<file path="config.mk">
export PLATFORM = sky130hd
export DESIGN_NAME = sdram_arbiter
export DESIGN_NICKNAME = d
export VERILOG_FILES = /design/src/rtl/sdram_arbiter.sv
export SDC_FILE = /design/constraint.sdc
export NUM_CORES = 1
export LEC_CHECK = 0
export CAP_MARGIN = 20
export CORE_MARGIN = 2
export CORE_UTILIZATION = 35
export CTS_CLUSTER_SIZE = 30
export DETAILED_ROUTE_END_ITERATION = 8
export PLACE_DENSITY = 0.83
export SYNTH_ARGS = -nofsm -noshare
export SYNTH_HDL_FRONTEND = slang
export SYNTH_SLANG_ARGS = --single-unit
</file>
<file path="constraint.sdc">
create_clock -name clk -period 2.63 [get_ports clk]
set_clock_uncertainty 0.05 [all_clocks]
set_input_delay 0.263 -clock clk [delete_from_list [all_inputs] [get_ports clk]]
set_output_delay 0.263 -clock clk [all_outputs]
set_load 0.05 [all_outputs]
</file>
<file path="src/rtl/sdram_arbiter.sv">
// Two-client round-robin arbiter in front of the sdram controller request port.
// A tag FIFO of {port, len} steers returned read beats back to the issuing client.
module sdram_arbiter #(
    parameter int AW        = 20,
    parameter int MAX_RUN   = 4,
    parameter int TAG_DEPTH = 4
) (
    input  logic          clk,
    input  logic          reset_n,
    input  logic          p0_rd_req,
    input  logic [AW-1:0] p0_rd_addr,
    input  logic [3:0]    p0_rd_len,
    output logic          p0_rd_ack,
    output logic          p0_rd_rdy,
    input  logic          p0_wr_req,
    input  logic [AW-1:0] p0_wr_addr,
    input  logic [15:0]   p0_wr_data,
    output logic          p0_wr_ack,
    input  logic          p1_rd_req,
    input  logic [AW-1:0] p1_rd_addr,
    input  logic [3:0]    p1_rd_len,
    output logic          p1_rd_ack,
    output logic          p1_rd_rdy,
    input  logic          p1_wr_req,
    input  logic [AW-1:0] p1_wr_addr,
    input  logic [15:0]   p1_wr_data,
    output logic          p1_wr_ack,
    output logic [15:0]   rd_data,
    output logic          m_rd_req,
    output logic [AW-1:0] m_rd_addr,
    output logic [3:0]    m_rd_len,
    input  logic          m_rd_ack,
    input  logic [15:0]   m_rd_data,
    input  logic          m_rd_rdy,
    output logic          m_wr_req,
    output logic [AW-1:0] m_wr_addr,
    output logic [15:0]   m_wr_data,
    input  logic          m_wr_ack
);
    // state | meaning
    // IDLE  | no grant; pick next port/op this cycle
    // GRANT | granted port/op drives the master side
    typedef enum logic {IDLE, GRANT} state_t;
    typedef enum logic {OP_RD, OP_WR} op_t;

    localparam int PW = $clog2(TAG_DEPTH);
    localparam int CW = PW + 1;
    localparam logic [3:0] RUN_LAST = 4'(MAX_RUN - 1);

    logic [1:0] sync_q, sync_d;
    logic       rst_n;

    assign sync_d = {sync_q[0], 1'b1};
    assign rst_n  = sync_q[1];

    always_ff @(posedge clk or negedge reset_n) begin
        if (!reset_n) sync_q <= 2'b00;
        else          sync_q <= sync_d;
    end

    state_t        state_q, state_d;
    op_t           gnt_op_q, gnt_op_d;
    logic          gnt_port_q, gnt_port_d;
    logic          rr_last_q, rr_last_d;
    logic [3:0]    run_q, run_d;
    logic [PW-1:0] wr_ptr_q, wr_ptr_d, rd_ptr_q, rd_ptr_d;
    logic [CW-1:0] count_q, count_d;
    logic          full_q, full_d;
    logic [3:0]    beat_q, beat_d;
    logic          tag_err_q, tag_err_d;
    logic [4:0]    tag_mem_q [TAG_DEPTH];

    logic want0, want1, elig0, elig1, pick, in_gnt;
    logic sel_rd_req, sel_wr_req, sel_req, other_want;
    logic rd_ack_g, wr_ack_g, ack_g;
    logic empty, rdy_ok, push, pop, head_port;
    logic [3:0] head_len;

    assign want0      = p0_rd_req | p0_wr_req;
    assign want1      = p1_rd_req | p1_wr_req;
    // A read-only port is not eligible while the tag FIFO is full.
    assign elig0      = p0_wr_req | (p0_rd_req & ~full_q);
    assign elig1      = p1_wr_req | (p1_rd_req & ~full_q);
    assign pick       = (elig0 & elig1) ? ~rr_last_q : elig1;
    assign in_gnt     = (state_q == GRANT);
    assign sel_rd_req = gnt_port_q ? p1_rd_req : p0_rd_req;
    assign sel_wr_req = gnt_port_q ? p1_wr_req : p0_wr_req;
    assign sel_req    = (gnt_op_q == OP_WR) ? sel_wr_req : sel_rd_req;
    assign other_want = gnt_port_q ? want0 : want1;

    assign rd_ack_g  = in_gnt & (gnt_op_q == OP_RD) & m_rd_ack;
    assign wr_ack_g  = in_gnt & (gnt_op_q == OP_WR) & m_wr_ack;
    assign ack_g     = rd_ack_g | wr_ack_g;
    assign p0_rd_ack = rd_ack_g & ~gnt_port_q;
    assign p1_rd_ack = rd_ack_g &  gnt_port_q;
    assign p0_wr_ack = wr_ack_g & ~gnt_port_q;
    assign p1_wr_ack = wr_ack_g &  gnt_port_q;

    always_comb begin
        m_rd_req  = 1'b0;
        m_rd_addr = '0;
        m_rd_len  = '0;
        m_wr_req  = 1'b0;
        m_wr_addr = '0;
        m_wr_data = '0;
        if (in_gnt && gnt_op_q == OP_RD) begin
            m_rd_req  = sel_rd_req & ~full_q;
            m_rd_addr = gnt_port_q ? p1_rd_addr : p0_rd_addr;
            m_rd_len  = gnt_port_q ? p1_rd_len  : p0_rd_len;
        end
        if (in_gnt && gnt_op_q == OP_WR) begin
            m_wr_req  = sel_wr_req;
            m_wr_addr = gnt_port_q ? p1_wr_addr : p0_wr_addr;
            m_wr_data = gnt_port_q ? p1_wr_data : p0_wr_data;
        end
    end

    always_comb begin
        state_d    = state_q;
        gnt_port_d = gnt_port_q;
        gnt_op_d   = gnt_op_q;
        rr_last_d  = rr_last_q;
        run_d      = run_q;
        case (state_q)
            IDLE: begin
                if (elig0 | elig1) begin
                    state_d    = GRANT;
                    gnt_port_d = pick;
                    rr_last_d  = pick;
                    run_d      = 4'd0;
                    gnt_op_d   = (pick ? p1_wr_req : p0_wr_req) ? OP_WR : OP_RD;
                end
            end
            GRANT: begin
                if (ack_g) begin
                    run_d = run_q + 4'd1;
                    if (other_want || run_q == RUN_LAST) state_d = IDLE;
                end else if (!sel_req) begin
                    state_d = IDLE;
                end
            end
            default: state_d = IDLE;
        endcase
    end

    assign empty     = (count_q == '0);
    assign head_port = tag_mem_q[rd_ptr_q][4];
    assign head_len  = tag_mem_q[rd_ptr_q][3:0];
    assign rdy_ok    = m_rd_rdy & ~empty;
    assign pop       = rdy_ok & (beat_q == head_len);
    assign push      = rd_ack_g & (~full_q | pop);
    assign p0_rd_rdy = rdy_ok & ~head_port;
    assign p1_rd_rdy = rdy_ok &  head_port;
    assign rd_data   = rst_n ? m_rd_data : 16'h0000;

    always_comb begin
        wr_ptr_d  = push ? wr_ptr_q + PW'(1) : wr_ptr_q;
        rd_ptr_d  = pop  ? rd_ptr_q + PW'(1) : rd_ptr_q;
        count_d   = count_q;
        case ({push, pop})
            2'b10:   count_d = count_q + CW'(1);
            2'b01:   count_d = count_q - CW'(1);
            default: count_d = count_q;
        endcase
        full_d    = (count_d == CW'(TAG_DEPTH));
        beat_d    = beat_q;
        if (rdy_ok) beat_d = pop ? 4'd0 : beat_q + 4'd1;
        tag_err_d = tag_err_q | (m_rd_rdy & empty);
    end

    always_ff @(posedge clk or negedge rst_n) begin
        if (!rst_n) begin
            state_q    <= IDLE;
            gnt_op_q   <= OP_RD;
            gnt_port_q <= 1'b0;
            rr_last_q  <= 1'b1;
            run_q      <= 4'd0;
            wr_ptr_q   <= '0;
            rd_ptr_q   <= '0;
            count_q    <= '0;
            full_q     <= 1'b0;
            beat_q     <= 4'd0;
            tag_err_q  <= 1'b0;
        end else begin
            state_q    <= state_d;
            gnt_op_q   <= gnt_op_d;
            gnt_port_q <= gnt_port_d;
            rr_last_q  <= rr_last_d;
            run_q      <= run_d;
            wr_ptr_q   <= wr_ptr_d;
            rd_ptr_q   <= rd_ptr_d;
            count_q    <= count_d;
            full_q     <= full_d;
            beat_q     <= beat_d;
            tag_err_q  <= tag_err_d;
        end
    end

    // Entries are only read while count_q is non-zero, so no reset is needed.
    always_ff @(posedge clk) begin
        if (push) tag_mem_q[wr_ptr_q] <= {gnt_port_q, m_rd_len};
    end
endmodule

</file>
==> impl_metrics.tcl, run 1 <==
set metrics [dict create \
    synthesis.nets 477 \
    post-route-min-period_ns 2.853 \
    die-area_um2 9467 \
    drive_gt1_share_pct 22.95 \
    postCtsHoldBufs 0 \
    core_um2 8593 \
    clk_path_buf_depth 2 \
    worstPathCellList "buf_12 -> mux4_2 -> xnor2_2 -> nand4_1 -> nor2_2 -> ha_2 -> inv_2 -> fa_2 -> xor2_1 -> nor2_1 -> xor2_1 -> nor3b_2" \
    routed_wl_mm 11.30 \
    synth_top_area_cell "mux2i_1" \
    viasPerCell 5.012 \
    power_leakage_uw 0.002699 \
    first_pass_iters 4 \
    clock_latency_ns 0.29 \
    syn_to_final_growth_pct 99.18 \
    syn_area_um2 3047 \
    antenna_found_initial 0 \
    antennaDiodeCount 0 \
    fp.dieW_um 97.30 \
    cts_tree "yes" \
    worst_slack_ns -0.2235 \
    maxCapViolations 0 \
    syn_area_per_cell_um2 9.403 \
    yosysSeqAreaShare_pct 37.82 \
    post-place-cells 658 \
    rsz0062_at_grt "true" \
    netlist_instances 324 \
    clock.fmax_mhz 350.4 \
    fin_crit_sh_pct 108.5 \
    hp-class "input pin to async pin" \
    postRouteAntennaNets 0 \
    finalHoldViolCount 0 \
    pre_cts_ws_ns -0.3274 \
    max_stage_delay_ns 0.52 \
    endpoint_kind "flip-flop" \
    synth_edf_count 20 \
    dp_hpwl_mm 9.457 \
    grt.overflow.total 0 \
    avgRoutedWirePerCell_um 16.86 \
    cp.arrival_ns 3.02 \
    numPortBuffers 228 \
    critPathTopFamily "simple AND/OR/NAND/NOR gates" \
    instances_no_fill 670 \
    crit_type "flip-flop to flip-flop" \
    cts_inserted_buffers 5 \
    io_pins 229 \
    fin_nets 714 \
    synth_ff_type "dfrtp_1" \
    path_max_fanout 5 \
    drv_slew 0 \
    gp_congestion 0.9718 \
    grt_pass1_vias 3510 \
    clock-sinks 42 \
    drt_iter0_drc 178 \
    grtUsageTotal_pct 24.07 \
    grt_max_degree 38 \
    drt_drc_violations_left 0 \
    cp_common_cell "xor2_1" \
    synth_cell_type_count 39 \
    clockRootBuffer "clkbuf_8" \
    grt_pass1_wl_mm 18.25 \
    die_y_um 97.30 \
    run_status "complete, but fails checks" \
    ys_async_sr_fraction_pct 52.38 \
    setup_viol 3 \
    cp_num_buf_inv 2 \
    h-tree-depth 2 \
    num-fill-cells 608 \
    peakVddDrop_mv 0.7896 \
    powerDensity_nw_per_um2 1092 \
    multi_input_area_um2 1819 \
    fp-row-count 34 \
    regArea_um2 1156 \
    tightest_slew_ns 0.5088 \
    synth_top_cell_area_share_pct 21.36 \
    synthTopCellsByArea "mux2i_1 (21%), edfxtp_1 (20%), dfrtp_1 (17%)" \
    path_clk_slew_ns 0.08 \
    slowest_stage "mux4_2" \
    initial_core_util_pct 35.45 \
    num_vias 3358 \
    violations "setup timing" \
    slew_headroom_pct 65.97 \
    ys_ff_latch 42 \
    startpoint_type "flip-flop" \
    critPathRequiredTime_ns 2.80 \
    yosysWarnings 0 \
]
placed cells by master, fill, tap and decap left out, types with 9 or more instances in the layout:
cell type	synthesis	final
clkdlybuf4s50_1	0	148
nor2_1	78	75
mux2i_1	65	64
buf_4	0	57
buf_12	0	43
dfrtp_1	21	20
edfxtp_1	20	20
and2_1	18	18
nand2_1	16	16
inv_1	10	9
o21ai_0	10	9
power breakdown:
group	switching [uW]	internal [uW]
clock network	226	380
registers	234	918
logic	2750	2120
total	3210	3420
cell usage after synthesis (2+ instances only):
library cell / instances
nor2_1: 78
mux2i_1: 65
nand4_1: 2
nor3_1: 5
xor2_1: 4
inv_1: 10
dfrtp_1: 21
clkbuf_1: 12
and2_1: 18
a21o_1: 2
buf_2: 2
edfxtp_1: 20
buf_6: 2
o31ai_1: 2
mux4_2: 6
nand3_1: 7
ha_1: 7
o31a_1: 2
xnor2_1: 6
a21oi_1: 8
buf_1: 3
nand2_1: 16
o21ai_0: 10
through the flow:
stage                     cell area (um2)  hold slack (ns)  TNS, ns  power [uW]  util (%)
after floorplan                      3072         -0.08259  -0.1266        3996         -
after global placement               5872           0.2891  -0.2259        5818     68.33
after detailed placement             5872           0.2871  -0.5293        5922     68.33
after CTS                            6062          0.06823  -0.3352        6638     70.54
after global routing                 6068          0.06388  -0.9793        6959     70.62
final                                6068          0.07103  -0.3752        6626     70.62
worst paths after layout:
path,slack (ns),to,startpoint,cells after the start
worst max-delay path,-0.22,full_q,rd_ptr_q[0],12
worst min-delay path,0.07,sync_q[1],reset_n,1
worst max register to register,-0.22,full_q,rd_ptr_q[0],12
worst min register to register,0.31,sync_q[1],sync_q[0],0
max in group asynchronous,1.74,rr_last_q,sync_q[1],1
min in group clk,0.31,sync_q[1],sync_q[0],0
registers in the layout (all words and copies together), names as in the netlist:
register,cells
in_gnt,1
full_q,1
rd_ptr_q,2
tag_mem_q,20
gnt_op_q,1
run_q,4
rr_last_q,1
gnt_port_q,1
count_q,3
wr_ptr_q,2
beat_q,4
sync_q,2
metal layers:
metal / routed length (um) / global-route usage [%]
met3: 916 / 7.698
met4: 258 / 6.944
met2: 5949 / 43.38
met1: 4172 / 27.30
met5: 0 / 0
final cells by class:
type,instances,area share [%]
clock buffers,5,1.134
clock inverters,3,1.134
inverters,10,0.6186
multi-input cells,253,29.98
flip-flops and latches,42,19.05
well taps,108,2.227
repair buffers,249,45.86
cells by family after synthesis:
kind of cell / Yosys count / share of synthesized area (%)
mux: 72 / 26.16
buf+inv: 29 / 4.148
flops: 42 / 37.82
xor+xnor: 10 / 2.875
simple gates: 131 / 18.85
other cells: 1 / 0.1231
compound gates: 31 / 6.489
fa+ha+maj: 8 / 3.532
timing repair:
| action | in CTS | in global routing |
|---|---|---|
| endpoints found under the hold margin | 0 | 0 |
| endpoints found under the setup margin | 3 | 4 |
| pin swaps | 4 | 0 |
| setup buffers | 4 | 0 |
| gates resized for setup | 4 | 2 |
No activity file was read; power rests on OpenSTA's default activity.
==> run 2: changes to the inputs <==
- CORE_MARGIN: 2 -> default
==> impl_metrics.tcl, run 2 (synthesis results as in run 1) <==
set metrics [dict create \
    max_stage_delay_ns 0.56 \
    drv_slew 0 \
    fp-row-count 33 \
    regArea_um2 1157 \
    num-fill-cells 622 \
    clock-sinks 42 \
    core_um2 8341 \
    drt_drc_violations_left 0 \
    intPower_uw 3194 \
    postCtsHoldBufs 0 \
    clk_path_buf_depth 2 \
    clockRootBuffer "clkbuf_8" \
    clock_latency_ns 0.29 \
    layout_commonest_cell "clkdlybuf4s50_1" \
    peakVddDrop_mv 0.6499 \
    cp_num_buf_inv 1 \
    syn_to_final_growth_pct 96.18 \
    power_leakage_uw 0.002650 \
    violations "setup timing" \
    critPathRequiredTime_ns 2.80 \
    cts_tree "yes" \
    drive_gt1_share_pct 23.17 \
    rsz0062_at_grt "true" \
    run_status "complete, but fails checks" \
    worstPathCellList "mux4_2 -> xnor2_2 -> nand4_1 -> nor2_2 -> ha_2 -> inv_2 -> fa_2 -> xor2_1 -> nor2_1 -> xor2_1 -> nor3b_2" \
    worst_slack_ns -0.2033 \
    switchingPower_uw 3178 \
    die_y_um 95.30 \
    h-tree-depth 2 \
    endpoint_kind "flip-flop" \
    grt.overflow.total 0 \
    multi_input_area_um2 1812 \
    grt_pass1_vias 3216 \
    slowest_stage "mux4_2" \
    setup_viol 3 \
    cp.arrival_ns 3.01 \
    die-area_um2 9082 \
    largest_registers "tag_mem_q (20), beat_q (4), run_q (4)" \
    critPathTopFamily "simple AND/OR/NAND/NOR gates" \
    post-route-util_pct 71.66 \
    mostFrequentLayoutCells "clkdlybuf4s50_1 (146), nor2_1 (75), mux2i_1 (64), buf_4 (60), buf_12 (42)" \
    fin_crit_sh_pct 107.7 \
    numPortBuffers 228 \
    post-route-min-period_ns 2.833 \
    first_pass_iters 4 \
    finalHoldViolCount 0 \
    cts_inserted_buffers 5 \
    top_register "tag_mem_q" \
    drt_iter0_drc 143 \
    io_pins 229 \
    initial_core_util_pct 36.53 \
    cp_common_cell "xor2_1" \
    path_clk_slew_ns 0.08 \
    startpoint_type "flip-flop" \
    slew_headroom_pct 66.39 \
    routed_wl_mm 11.39 \
    clockPowerShare_pct 6.4 \
    crit_type "flip-flop to flip-flop" \
    viasPerCell 4.926 \
    dp_hpwl_mm 9.490 \
    grt_pass1_wl_mm 16.77 \
    gp_congestion 0.8933 \
    maxCapViolations 0 \
    switching_share_pct 49.87 \
    postRouteAntennaNets 0 \
    p_comb_share_pct 74.7 \
    grtUsageTotal_pct 25.03 \
    hp-class "input pin to async pin" \
    antennaDiodeCount 0 \
    fin_tns_setup_ns -0.2692 \
    powerDensity_nw_per_um2 1066 \
    seqPwrFrac_pct 18.9 \
    fp.dieW_um 95.30 \
    pre_cts_ws_ns -0.3342 \
    fin_nets 713 \
    num_vias 3281 \
    clock.fmax_mhz 352.9 \
    tightest_slew_ns 0.5025 \
    grt_max_degree 38 \
    largest_reg_flops 20 \
    path_max_fanout 5 \
    antenna_found_initial 0 \
    avgRoutedWirePerCell_um 17.10 \
]
==> run 2: cell count changes in the layout (fill, tap and decap cells not counted), sizes merged <==
cell / previous run / this run
buf: 100 / 102
bufinv: 2 / 0
clkdlybuf4s50: 148 / 146
clkbuf: 5 / 6
clkinv: 1 / 2
dlymetal6s2s: 1 / 0
==> run 2: worst paths after layout <==
check,startpoint,to,slack (ns),depth (start not counted)
setup / recovery,rd_ptr_q[0],full_q,-0.20,11
hold / removal,reset_n,sync_q[0],0.10,1
setup reg to reg,rd_ptr_q[0],full_q,-0.20,11
hold reg to reg,sync_q[0],sync_q[1],0.30,0
max in group asynchronous,sync_q[1],rr_last_q,1.77,1
min in group clk,sync_q[0],sync_q[1],0.30,0
==> run 2: cell type report <==
type	instances	area share [%]
Clock buffer	6	1.214
Clock inverter	2	0.2303
Sequential cell	42	19.36
Tap cell	105	2.198
Timing Repair Buffer	248	46.05
Inverter	10	0.6280
Multi-Input combinational cell	253	30.31
==> run 2: through the flow <==
stage / area [um2] / total power, uW / hold slack (ns) / instances
floorplan: 3072 / 3996 / -0.08259 / 324
global placement: 5848 / 5793 / 0.2883 / 655
detailed placement: 5848 / 5902 / 0.2864 / 655
CTS: 5969 / 6383 / 0.09799 / 665
global route: 5977 / 6703 / 0.09054 / 666
finish: 5977 / 6372 / 0.1034 / 666
==> run 2: power groups by stage <==
| stage | clock (uW) | sequential, uW | combinational, uW |
|---|---|---|---|
| 3_3_place_gp | 0 | 1190 | 4600 |
| 6_report | 407 | 1200 | 4760 |
| 2_1_floorplan | 0 | 1050 | 2950 |
| 3_5_place_dp | 0 | 1210 | 4690 |
| 5_1_grt | 447 | 1240 | 5020 |
| 4_1_cts | 418 | 1200 | 4760 |
==> run 2: routing by layer <==
metal  vias to the layer above  track usage, %  part of all wire [%]
met5                         -               0                     0
met4                         0           8.586                   2.1
met3                        17           8.931                   7.8
met2                       123           43.33                    52
met1                      1547           28.35                    38
li1                       1594               -                     -
==> run 2: worst register-to-register path, cell delays in order, from the launching register on <==
cell     delay [ns]
dfrtp_2        0.45
mux4_2         0.56
xnor2_2        0.18
nand4_1        0.17
nor2_2         0.17
ha_2           0.21
inv_2          0.04
fa_2           0.33
xor2_1         0.14
nor2_1         0.11
xor2_1         0.17
nor3b_2        0.18
==> run 2: timing repair <==
item,CTS,global route
gates resized for setup,5,0
buffers inserted,2,1
endpoints found under the setup margin,3,3
pin swaps,4,0
==> run 3: changes to the inputs <==
- CTS_CLUSTER_SIZE: 30 -> default
==> results of run 3 <==
Same layout as run 2: the final DEF is identical, and so are final timing and power.
